==> src/rtl/chimera_cluster_pwr_ctrl.sv <==
// Register-bus responder that sequences isolation and clock gating for each
// external cluster: isolate, wait for the acknowledge, gate; and the reverse.
module chimera_cluster_pwr_ctrl #(
    parameter int unsigned NumClusters   = 5,
    parameter int unsigned AddrWidth     = 32,
    parameter int unsigned DataWidth     = 32,
    parameter int unsigned ResetGated    = 0,
    parameter int unsigned DefaultSettle = 8
) (
    input  logic                   clk_i,
    input  logic                   rst_i,
    input  logic                   reg_valid_i,
    input  logic                   reg_write_i,
    input  logic [AddrWidth-1:0]   reg_addr_i,
    input  logic [DataWidth-1:0]   reg_wdata_i,
    input  logic [DataWidth/8-1:0] reg_wstrb_i,
    output logic                   reg_ready_o,
    output logic [DataWidth-1:0]   reg_rdata_o,
    output logic                   reg_error_o,
    input  logic [NumClusters-1:0] isolated_i,
    output logic [NumClusters-1:0] isolate_o,
    output logic [NumClusters-1:0] clk_en_o
);

    localparam logic [NumClusters-1:0] GateReqRst = (ResetGated != 0) ? {NumClusters{1'b1}} : '0;
    localparam logic [7:0]             SettleRst  = 8'(DefaultSettle);

    typedef enum logic {BusIdle, BusResp} busState_e;
    typedef enum logic [2:0] {PwrRun, PwrIso, PwrGated, PwrWake, PwrDeiso} pwrState_e;

    busState_e              busState_q;
    logic                   ready_q;
    logic                   error_q, error_d;
    logic [DataWidth-1:0]   rdata_q, rdata_d;
    logic [NumClusters-1:0] gateReq_q, gateReq_d;
    logic [7:0]             settle_q, settle_d;
    pwrState_e              pwrState_q [NumClusters];
    logic [7:0]             cnt_q      [NumClusters];
    logic [NumClusters-1:0] clkEn_q, isolate_q;
    logic [NumClusters-1:0] gatedVec, busyVec;
    logic [DataWidth-1:0]   wmask;
    logic [9:0]             regIdx;
    logic                   unused_bits;

    assign regIdx      = reg_addr_i[11:2];
    assign unused_bits = ^{reg_addr_i[AddrWidth-1:12], reg_addr_i[1:0], reg_wdata_i, wmask};

    always_comb begin
        gatedVec = '0;
        busyVec  = '0;
        for (int i = 0; i < int'(NumClusters); i++) begin
            gatedVec[i] = (pwrState_q[i] == PwrGated);
            busyVec[i]  = (pwrState_q[i] == PwrIso) || (pwrState_q[i] == PwrWake) ||
                          (pwrState_q[i] == PwrDeiso);
        end
    end

    always_comb begin
        wmask = '0;
        for (int b = 0; b < int'(DataWidth/8); b++) begin
            wmask[b*8 +: 8] = {8{reg_wstrb_i[b]}};
        end
    end

    // Read data reflects register state before any write carried by the same access.
    always_comb begin
        rdata_d   = '0;
        error_d   = 1'b0;
        gateReq_d = gateReq_q;
        settle_d  = settle_q;
        case (regIdx)
            10'd0: begin
                rdata_d[NumClusters-1:0] = gateReq_q;
                if (reg_write_i) begin
                    gateReq_d = (gateReq_q & ~wmask[NumClusters-1:0]) |
                                (reg_wdata_i[NumClusters-1:0] & wmask[NumClusters-1:0]);
                end
            end
            10'd1: begin
                rdata_d[NumClusters-1:0] = gatedVec;
                error_d = reg_write_i;
            end
            10'd2: begin
                rdata_d[NumClusters-1:0] = busyVec;
                error_d = reg_write_i;
            end
            10'd3: begin
                rdata_d[7:0] = settle_q;
                if (reg_write_i && reg_wstrb_i[0]) begin
                    settle_d = reg_wdata_i[7:0];
                end
            end
            default: error_d = 1'b1;
        endcase
    end

    always_ff @(posedge clk_i) begin
        if (rst_i) begin
            busState_q <= BusIdle;
            ready_q    <= 1'b0;
            rdata_q    <= '0;
            error_q    <= 1'b0;
            gateReq_q  <= GateReqRst;
            settle_q   <= SettleRst;
        end else begin
            case (busState_q)
                BusIdle: begin
                    if (reg_valid_i) begin
                        busState_q <= BusResp;
                        ready_q    <= 1'b1;
                        rdata_q    <= rdata_d;
                        error_q    <= error_d;
                        gateReq_q  <= gateReq_d;
                        settle_q   <= settle_d;
                    end
                end
                BusResp: begin
                    busState_q <= BusIdle;
                    ready_q    <= 1'b0;
                    rdata_q    <= '0;
                    error_q    <= 1'b0;
                end
            endcase
        end
    end

    // Each cluster sees the GATE_REQ value from before a same-cycle write.
    always_ff @(posedge clk_i) begin
        for (int i = 0; i < int'(NumClusters); i++) begin
            if (rst_i) begin
                pwrState_q[i] <= (ResetGated != 0) ? PwrGated : PwrRun;
                clkEn_q[i]    <= (ResetGated == 0);
                isolate_q[i]  <= (ResetGated != 0);
                cnt_q[i]      <= 8'd0;
            end else begin
                case (pwrState_q[i])
                    PwrRun: begin
                        if (gateReq_q[i]) begin
                            pwrState_q[i] <= PwrIso;
                            isolate_q[i]  <= 1'b1;
                        end
                    end
                    PwrIso: begin
                        if (isolated_i[i]) begin
                            pwrState_q[i] <= PwrGated;
                            clkEn_q[i]    <= 1'b0;
                        end else if (!gateReq_q[i]) begin
                            pwrState_q[i] <= PwrDeiso;
                            isolate_q[i]  <= 1'b0;
                        end
                    end
                    PwrGated: begin
                        if (!gateReq_q[i]) begin
                            pwrState_q[i] <= PwrWake;
                            clkEn_q[i]    <= 1'b1;
                            cnt_q[i]      <= settle_q;
                        end
                    end
                    PwrWake: begin
                        if (cnt_q[i] == 8'd0) begin
                            pwrState_q[i] <= PwrDeiso;
                            isolate_q[i]  <= 1'b0;
                        end else begin
                            cnt_q[i] <= cnt_q[i] - 8'd1;
                        end
                    end
                    PwrDeiso: begin
                        if (!isolated_i[i]) begin
                            pwrState_q[i] <= PwrRun;
                        end
                    end
                    default: begin
                        pwrState_q[i] <= PwrRun;
                        clkEn_q[i]    <= 1'b1;
                        isolate_q[i]  <= 1'b0;
                    end
                endcase
            end
        end
    end

    assign reg_ready_o = ready_q;
    assign reg_rdata_o = rdata_q;
    assign reg_error_o = error_q;
    assign clk_en_o    = clkEn_q;
    assign isolate_o   = isolate_q;

endmodule

==> config.mk <==
export PLATFORM = sky130hd
export DESIGN_NAME = chimera_cluster_pwr_ctrl
export DESIGN_NICKNAME = d
export VERILOG_FILES = /design/src/rtl/chimera_cluster_pwr_ctrl.sv
export SDC_FILE = /design/constraint.sdc
export NUM_CORES = 1
export LEC_CHECK = 0
export ABC_AREA = 1
export BUFFER_PORTS_ARGS = -buffer_cell sky130_fd_sc_hd__buf_2
export CAP_MARGIN = 20
export CORE_MARGIN = 2
export CORE_UTILIZATION = 45
export DETAILED_ROUTE_END_ITERATION = 7
export GPL_TIMING_DRIVEN = 0
export PLACE_DENSITY = 0.68
export SLEW_MARGIN = 0
export SYNTH_ARGS = -nofsm -noshare
export SYNTH_HDL_FRONTEND = slang
export SYNTH_SLANG_ARGS = --single-unit
==> constraint.sdc <==
create_clock -name clk_i -period 2 [get_ports clk_i]
set_clock_uncertainty 0.2 [all_clocks]
set_input_delay 0.1 -clock clk_i [delete_from_list [all_inputs] [get_ports clk_i]]
set_output_delay 0.1 -clock clk_i [all_outputs]
set_load 0.01 [all_outputs]
Word level (Yosys, flattened, before mapping)
Memories as Yosys holds them, arrays and structs flattened.
Cells that the tools add are included.
- register bits: 58
- memory bits (writable): 55
- bits of input ports: 77
- memories kept: 2
- add/sub/neg operators: 5
- equal/unequal tests: 54
- muxes and demuxes: 253
- bitwise operators: 60
- reduce and logical (&&, ||, !) cells: 51
- memory list (name ; words ; width ; read ports ; clocked after memory_dff ; write ports ; RTL line ; source):
    cnt_q ; 5 ; 8 ; 5 ; 0 ; 5 ; 38 ; logic [7:0] cnt_q [NumClusters];
    pwrState_q ; 5 ; 3 ; 5 ; 0 ; 5 ; 37 ; pwrState_e pwrState_q [NumClusters];
- operators by type and width (operator ; count):
    1-bit 2-to-1 mux ; 190
    3-bit 2-to-1 mux ; 36
    8-bit 2-to-1 mux ; 10
    32-bit case mux with 2 select lines ; 1
    2-bit != test (second input constant) ; 26
    1-bit bitwise OR ; 45
    8-bit logical NOT ; 5
    8-bit by 1-bit subtractor with 8-bit output (second input constant) ; 5
    32-bit 2-to-1 mux ; 1
    3-bit by 2-bit == test with 1-bit output (second input constant) ; 10
    5-bit AND reduction ; 5
    5-bit OR reduction ; 5
    10-bit by 2-bit == test with 1-bit output (second input constant) ; 2
    1-bit case mux with 4 select lines ; 5
    5-bit case mux with 4 select lines ; 1
    3-bit by 1-bit == test with 1-bit output (second input constant) ; 5
    3-bit == test (second input constant) ; 5
    3-bit logical NOT ; 5
    1-bit case mux with 3 select lines ; 5
    3-bit AND reduction ; 5
    3-bit OR reduction ; 5
    2-bit OR reduction ; 7
    1-bit inverter ; 11
    5-bit AND ; 2
    other kinds (9) ; 26

Depth between registers and ports, before layout
Gate-level depths: netlist of the first run.
An unclocked memory read counts as a cell.
- word-level depth: 12
- depth in mapped cells: 9
- mapped depth without buffers: 9

Least setup slack after synthesis of the first run
Ideal clock, no wire load.
- path kind: flip-flop to flip-flop
- start point: memory cnt_q[4][0]
- end point: memory pwrState_q[4][0] (netlist bit) (enable)
- library setup time: 0.309 ns
- arrival: 1.329 ns
- data required time: 1.491 ns
- path slack: 0.162 ns
- stages on the path, launching flop included: 7
- buffers on the path: 0
- clock period less this slack: 1.838 ns
- cells stage by stage: edfxtp_1 inv_1 ha_1 nand3_1 or2_4 or2_1 nand4_1
- RTL lines (what ; RTL line):
    from (decl) ; 38
    to (decl) ; 37

==> results of run 1 <==
[final cells by class]
cell class                 instances  share of cell area (%)
multi-input combinational        479                   40.42
sequential                        89                   37.26
timing repair buffer              59                   5.677
inverter                          85                   5.097
clock buffer                      15                   4.757
buffer                            34                   3.838
tap                              143                   2.858
clock inverter                     1                 0.09994
[worst min-delay path, stage by stage]
cell and delay, ns:
buf_2 0.07, inv_1 0.06, nand2_1 0.07, nand3_1 0.08
o21ai_0 0.13
[routing by layer]
metal / GRT usage [%] / vias to the layer above / wire length [um]
met5: 0 / - / 0
met4: 6.992 / 0 / 209
met3: 3.942 / 20 / 876
met2: 34.01 / 189 / 6267
met1: 29.30 / 2209 / 6086
li1: - / 2391 / -
[kinds of logic after synthesis]
logic type      share of synthesized area [%]
fa+ha+maj                               2.357
other cells                           0.07064
compound gates                          14.52
xor+xnor                                3.959
simple gates                            24.63
flops                                   43.93
buf+inv                                 10.53
[report_power, final]
part	internal, mW	switching (mW)	leakage [nW]
clock network	1.01	0.687	0.153
registers	2.26	0.193	0.860
logic	0.583	0.988	1.70
total	3.86	1.87	2.71
[flip-flops by register name, summed over array words and instances, names as in the netlist, named ones only]
register	count
busState_q	1
clk_en_o	5
cnt_q	40
isolate_o	5
pwrState_q	15
reg_error_o	1
reg_rdata_o	8
reg_ready_o	1
settle_q	8
[timing repair]
action                                 4_1_cts  5_1_grt
pin swaps                                    1        3
setup endpoints to repair                   16       32
setup buffers                                1        1
resized for setup                            1       11
endpoints found under the hold margin       24        0
hold buffers                                11        0
[cell usage in the layout, fill, tap and decap left out, types with 9 or more instances in the layout]
cell,synthesis,routed
o21ai_0,47,47
edfxtp_1,55,55
clkbuf_16,0,9
nand3_1,40,39
ha_1,10,10
inv_2,6,10
buf_2,6,52
nor3_1,10,10
nand4_1,11,11
dlygate4sd3_1,0,11
o22ai_1,30,30
nor2_1,75,73
dfxtp_1,34,34
xor2_1,18,18
buf_4,26,28
a21oi_1,29,29
inv_1,79,75
conb_1,1,24
nand2_1,127,127
[worst paths after layout]
| path | startpoint | endpoint | slack, ns | cells after the start |
|---|---|---|---|---|
| worst max register to register | cnt_q[4][0] | pwrState_q[4][0] | 0.10 | 6 |
| worst max-delay path | cnt_q[4][0] | pwrState_q[4][0] | 0.10 | 6 |
| worst min-delay path | isolated_i[4] | clk_en_o[4] | 0.01 | 5 |
| worst min register to register | busState_q | reg_ready_o | 0.25 | 1 |
[stage by stage]
| step | area, um^2 | hold slack, ns | util, % |
|---|---|---|---|
| after detailed placement | 5804 | 0.1861 | 50.62 |
| final | 6260 | 0.01118 | 54.59 |
| after floorplan | 5395 | 0.05707 | - |
| after CTS | 6228 | 0.002968 | 54.32 |
| after global routing | 6260 | 0.03371 | 54.59 |
| after global placement | 5804 | 0.1775 | 50.62 |
==> out/metrics.yaml, run 1 <==
clock_latency_ns: 0.34
fillCellCount: 1050
die_w_um: 112.6
wl_um: 13440
grt_start_max_net_pins: 15
cts_sinks: 89
cts_buffers: 9
max_freq_ghz: 0.5269
report.final.slew_viol_count: 0
synth_seq_cells: 89
grt_pass1_wl_um: 21470
viasPerCell: 5.314
fin_nets: 844
drive_above_1_share_pct: 17.98
cts_tree: "yes"
fp.dieH_um: 112.6
globalplace.congestion: 0.9690
ir_worst_vdd_uv: 751.5
cp-end-kind: "flip-flop"
port_buffers: 46
setup_tns_ns: 0
synth_most_common_cell: "nand2_1"
seqCellArea_um2: 2332
setup_violations: 0
initial_utilization_pct: 46.30
placed_cells: 876
antenna_found_initial: 0
worstHoldPathType: "input pin to flip-flop"
cp-start-kind: "flip-flop"
grt_overflow: 0
yosys.area.top_type: "edfxtp_1"
clkTransAtPathRegs_ns: 0.06
ant_nets: 0
netlist_area_um2: 5309
ioPinCount: 121
drt_iter0_drc: 418
firstDrtPassIters: 5
synth-main-ff-cell: "edfxtp_1"
h-tree-depth: 3
multi_input_area_um2: 2530
yosysWarningCount: 0
seq_area_frac_synth_pct: 43.93
slew_headroom_pct: 64.03
post-route-period-util_pct: 94.89
cp_slowest_cell: "edfxtp_1"
clock_path_buffers: 2
worst_pin_slew_ns: 0.5376
dp_slack_ns: -0.001523
synth_edf_count: 55
path_cells: "inv_2, ha_1, nand3_1, or2_4, or2_4, nand4_1"
cpMostUsedCell: "or2_4"
finalWorstSetupSlack_ns: 0.1023
fp.coreArea_um2: 11470
stdcell_count: 905
min_period_ns: 1.898
worst-path-buf-inv: 1
syn_area_per_cell_um2: 7.995
crit_type: "flip-flop to flip-flop"
synth_top_area_share_pct: 31.11
ys_top_cells_by_area: "edfxtp_1 31%, dfxtp_1 13%, nand2_1 9.0%"
wire_per_inst_um: 14.85
crit_arrival_ns: 1.74
rsz0062_at_grt: "no"
status: "completed"
dpl.hpwl_um: 9698
rows: 39
cpPeakStageDelay_ns: 0.41
drv_cap: 0
vias: 4809
hold_viol: 0
yosys-top-cells-count: "127 x nand2_1, 79 x inv_1, 75 x nor2_1"
cp_top_family: "simple AND/OR/NAND/NOR gates"
leakage_nw: 2.714
required_ns: 1.84
synthDistinctLibCells: 42
diodes: 0
clock-root-buffer: "clkbuf_16"
track_usage_pct: 21.29
grt_pass1_vias: 4387
async_flop_share_pct: 0
synthCells: 664
drc: 0
power_density_nw_per_um2: 915.3
dieArea_um2: 12680
area_growth_syn_to_layout_pct: 17.91
path_max_fanout: 4
p_total_mw: 5.729
Power figures use the tool's default switching activity.
==> inputs of run 2 (changes only) <==
Settings changed: PLACE_DENSITY 0.68 to 0.79.
==> run 2 against run 1 <==
Against the previous run:
- setup slack worse by 0.024 ns
- hold slack better by 0.0056 ns
- clock-buffer cell count shrank 2
- cell area grew 1.2%
- final cell count is 0.44% higher
- wire length increased by 0.47%
- non-clock buffer count is 4 higher
- fmax fell by 1.2%
- sequential share of layout area shrank 0.45 points
- flip-flop and latch count unchanged
- global-route usage rose by 0.22 points
- critical path type unchanged
- largest cell class unchanged
==> out/metrics.yaml, run 2 (synthesis gave the netlist of run 1 again) <==
status: "completed"
fin_nets: 848  # +0.47%
ant_nets: 0  # unchanged
die_w_um: 112.6  # unchanged
leakage_nw: 2.746  # +1.2%
viasPerCell: 5.270  # -0.83%
regMostFlops: "cnt_q"
largest_reg_flops: 40  # unchanged
worst_pin_slew_ns: 0.5603  # +0.02269 ns
track_usage_pct: 21.51  # +0.22 points
worstHoldPathType: "input pin to flip-flop"
seqCellArea_um2: 2332  # unchanged
fp.coreArea_um2: 11470  # unchanged
placed_cells: 876  # unchanged
grt_pass1_vias: 4374  # -0.30%
multi_input_area_um2: 2541  # +0.45%
clkTransAtPathRegs_ns: 0.07  # about the same
max_freq_ghz: 0.5205  # -1.2%
clock_latency_ns: 0.35  # about the same
rows: 39  # unchanged
mostFrequentLayoutCells: "126 x nand2_1, 77 x inv_1, 75 x nor2_1"
dieArea_um2: 12680  # unchanged
layout_commonest_cell: "nand2_1"
area_growth_syn_to_layout_pct: 19.35
drive_above_1_share_pct: 17.49  # -0.49 points
port_buffers: 46  # unchanged
slew_headroom_pct: 62.51  # -1.5 points
fillCellCount: 982  # -6.5%
drv_cap: 0  # unchanged
path_max_fanout: 4  # unchanged
setup_tns_ns: 0  # unchanged
globalplace.congestion: 0.9127  # -5.8%
drc: 0  # unchanged
cts_buffers: 9  # unchanged
diodes: 0  # unchanged
cts_tree: "yes"
report.final.slew_viol_count: 0  # unchanged
crit_arrival_ns: 1.77  # +0.03 ns
clock_path_buffers: 2  # unchanged
hold_viol: 0  # unchanged
drt_iter0_drc: 407  # -2.6%
ioPinCount: 121  # unchanged
post-route-period-util_pct: 96.07  # +1.2 points
cts_sinks: 89  # unchanged
stdcell_count: 909  # +0.44%
antenna_found_initial: 0  # unchanged
clock-root-buffer: "clkbuf_16"
grt_start_max_net_pins: 16  # +1
vias: 4790  # -0.40%
grt_pass1_wl_um: 21510  # +0.23%
firstDrtPassIters: 6  # +1
required_ns: 1.85  # about the same
fp.dieH_um: 112.6  # unchanged
wl_um: 13500  # +0.47%
setup_violations: 0  # unchanged
power_density_nw_per_um2: 924.1  # +0.97%
cp-start-kind: "flip-flop"
initial_utilization_pct: 46.30  # unchanged
min_period_ns: 1.921  # +0.02361 ns
grt_overflow: 0  # unchanged
cp-end-kind: "flip-flop"
ir_worst_vdd_uv: 687.7  # -8.5%
largestRegisters: "cnt_q (40), pwrState_q (15)"
p_total_mw: 5.855  # +2.2%
dpl.hpwl_um: 9336  # -3.7%
crit_type: "flip-flop to flip-flop"
wire_per_inst_um: 14.85  # about the same
h-tree-depth: 3  # unchanged
run 2: cell count changes in the layout (fill, tap and decap cells not counted), sizes merged:
| cell | before | now |
|---|---|---|
| clkbuf | 15 | 13 |
| dlygate4sd3 | 11 | 15 |
| clkinv | 0 | 1 |
| inv | 86 | 87 |
run 2: area by class of cell:
type	instances	share of cell area, %
Clock buffer	13	4.818
Sequential cell	89	36.81
Timing Repair Buffer	63	6.240
Clock inverter	3	0.3752
Buffer	34	3.791
Tap cell	143	2.824
Inverter	85	5.036
Multi-Input combinational cell	479	40.11
run 2: timing repair:
item | in CTS | in global routing
pin swaps | 0 | 2
endpoints found under the hold margin | 25 | 0
setup buffers | 2 | 0
endpoints found under the setup margin | 8 | 49
hold buffers | 15 | 0
gates resized for setup | 0 | 10
run 2: layer usage:
metal	vias to the layer above	global-route usage (%)	routed length (um)
li1	2388	-	-
met1	2197	29.58	5728
met2	176	34.41	6357
met3	29	3.456	1077
met4	0	7.886	340
met5	-	0	0
run 2: critical path, cell delays in order, from the launching register on:
cell	delay, ns
edfxtp_1	0.40
inv_2	0.10
ha_1	0.16
nand3_1	0.11
or2_4	0.28
or2_1	0.23
nand4_1	0.15
run 2: path summary, 6_finish.rpt:
kind,from,end,slack (ns),cells past startpoint
setup / recovery,cnt_q[4][0],pwrState_q[4][1],0.08,6
hold / removal,reg_addr_i[7],reg_rdata_o[4],0.02,6
setup reg to reg,cnt_q[4][0],pwrState_q[4][1],0.08,6
hold reg to reg,busState_q,reg_ready_o,0.25,1
run 2: through the flow:
step           cell area (um^2)  worst slack, ns  utilization, %  hold slack (ns)
6_report                   6336          0.07867           55.25          0.01677
5_1_grt                    6336       -0.0003882           55.25          0.04961
4_1_cts                    6299         0.009321           54.93          0.01143
3_3_place_gp               5804          0.02073           50.62           0.1797
2_1_floorplan              5395           0.1623               -          0.05707
3_5_place_dp               5804         0.003847           50.62           0.1831
run 2: power breakdown:
group	switching (mW)	internal, mW
logic	0.987	0.585
clock network	0.743	1.08
registers	0.195	2.26
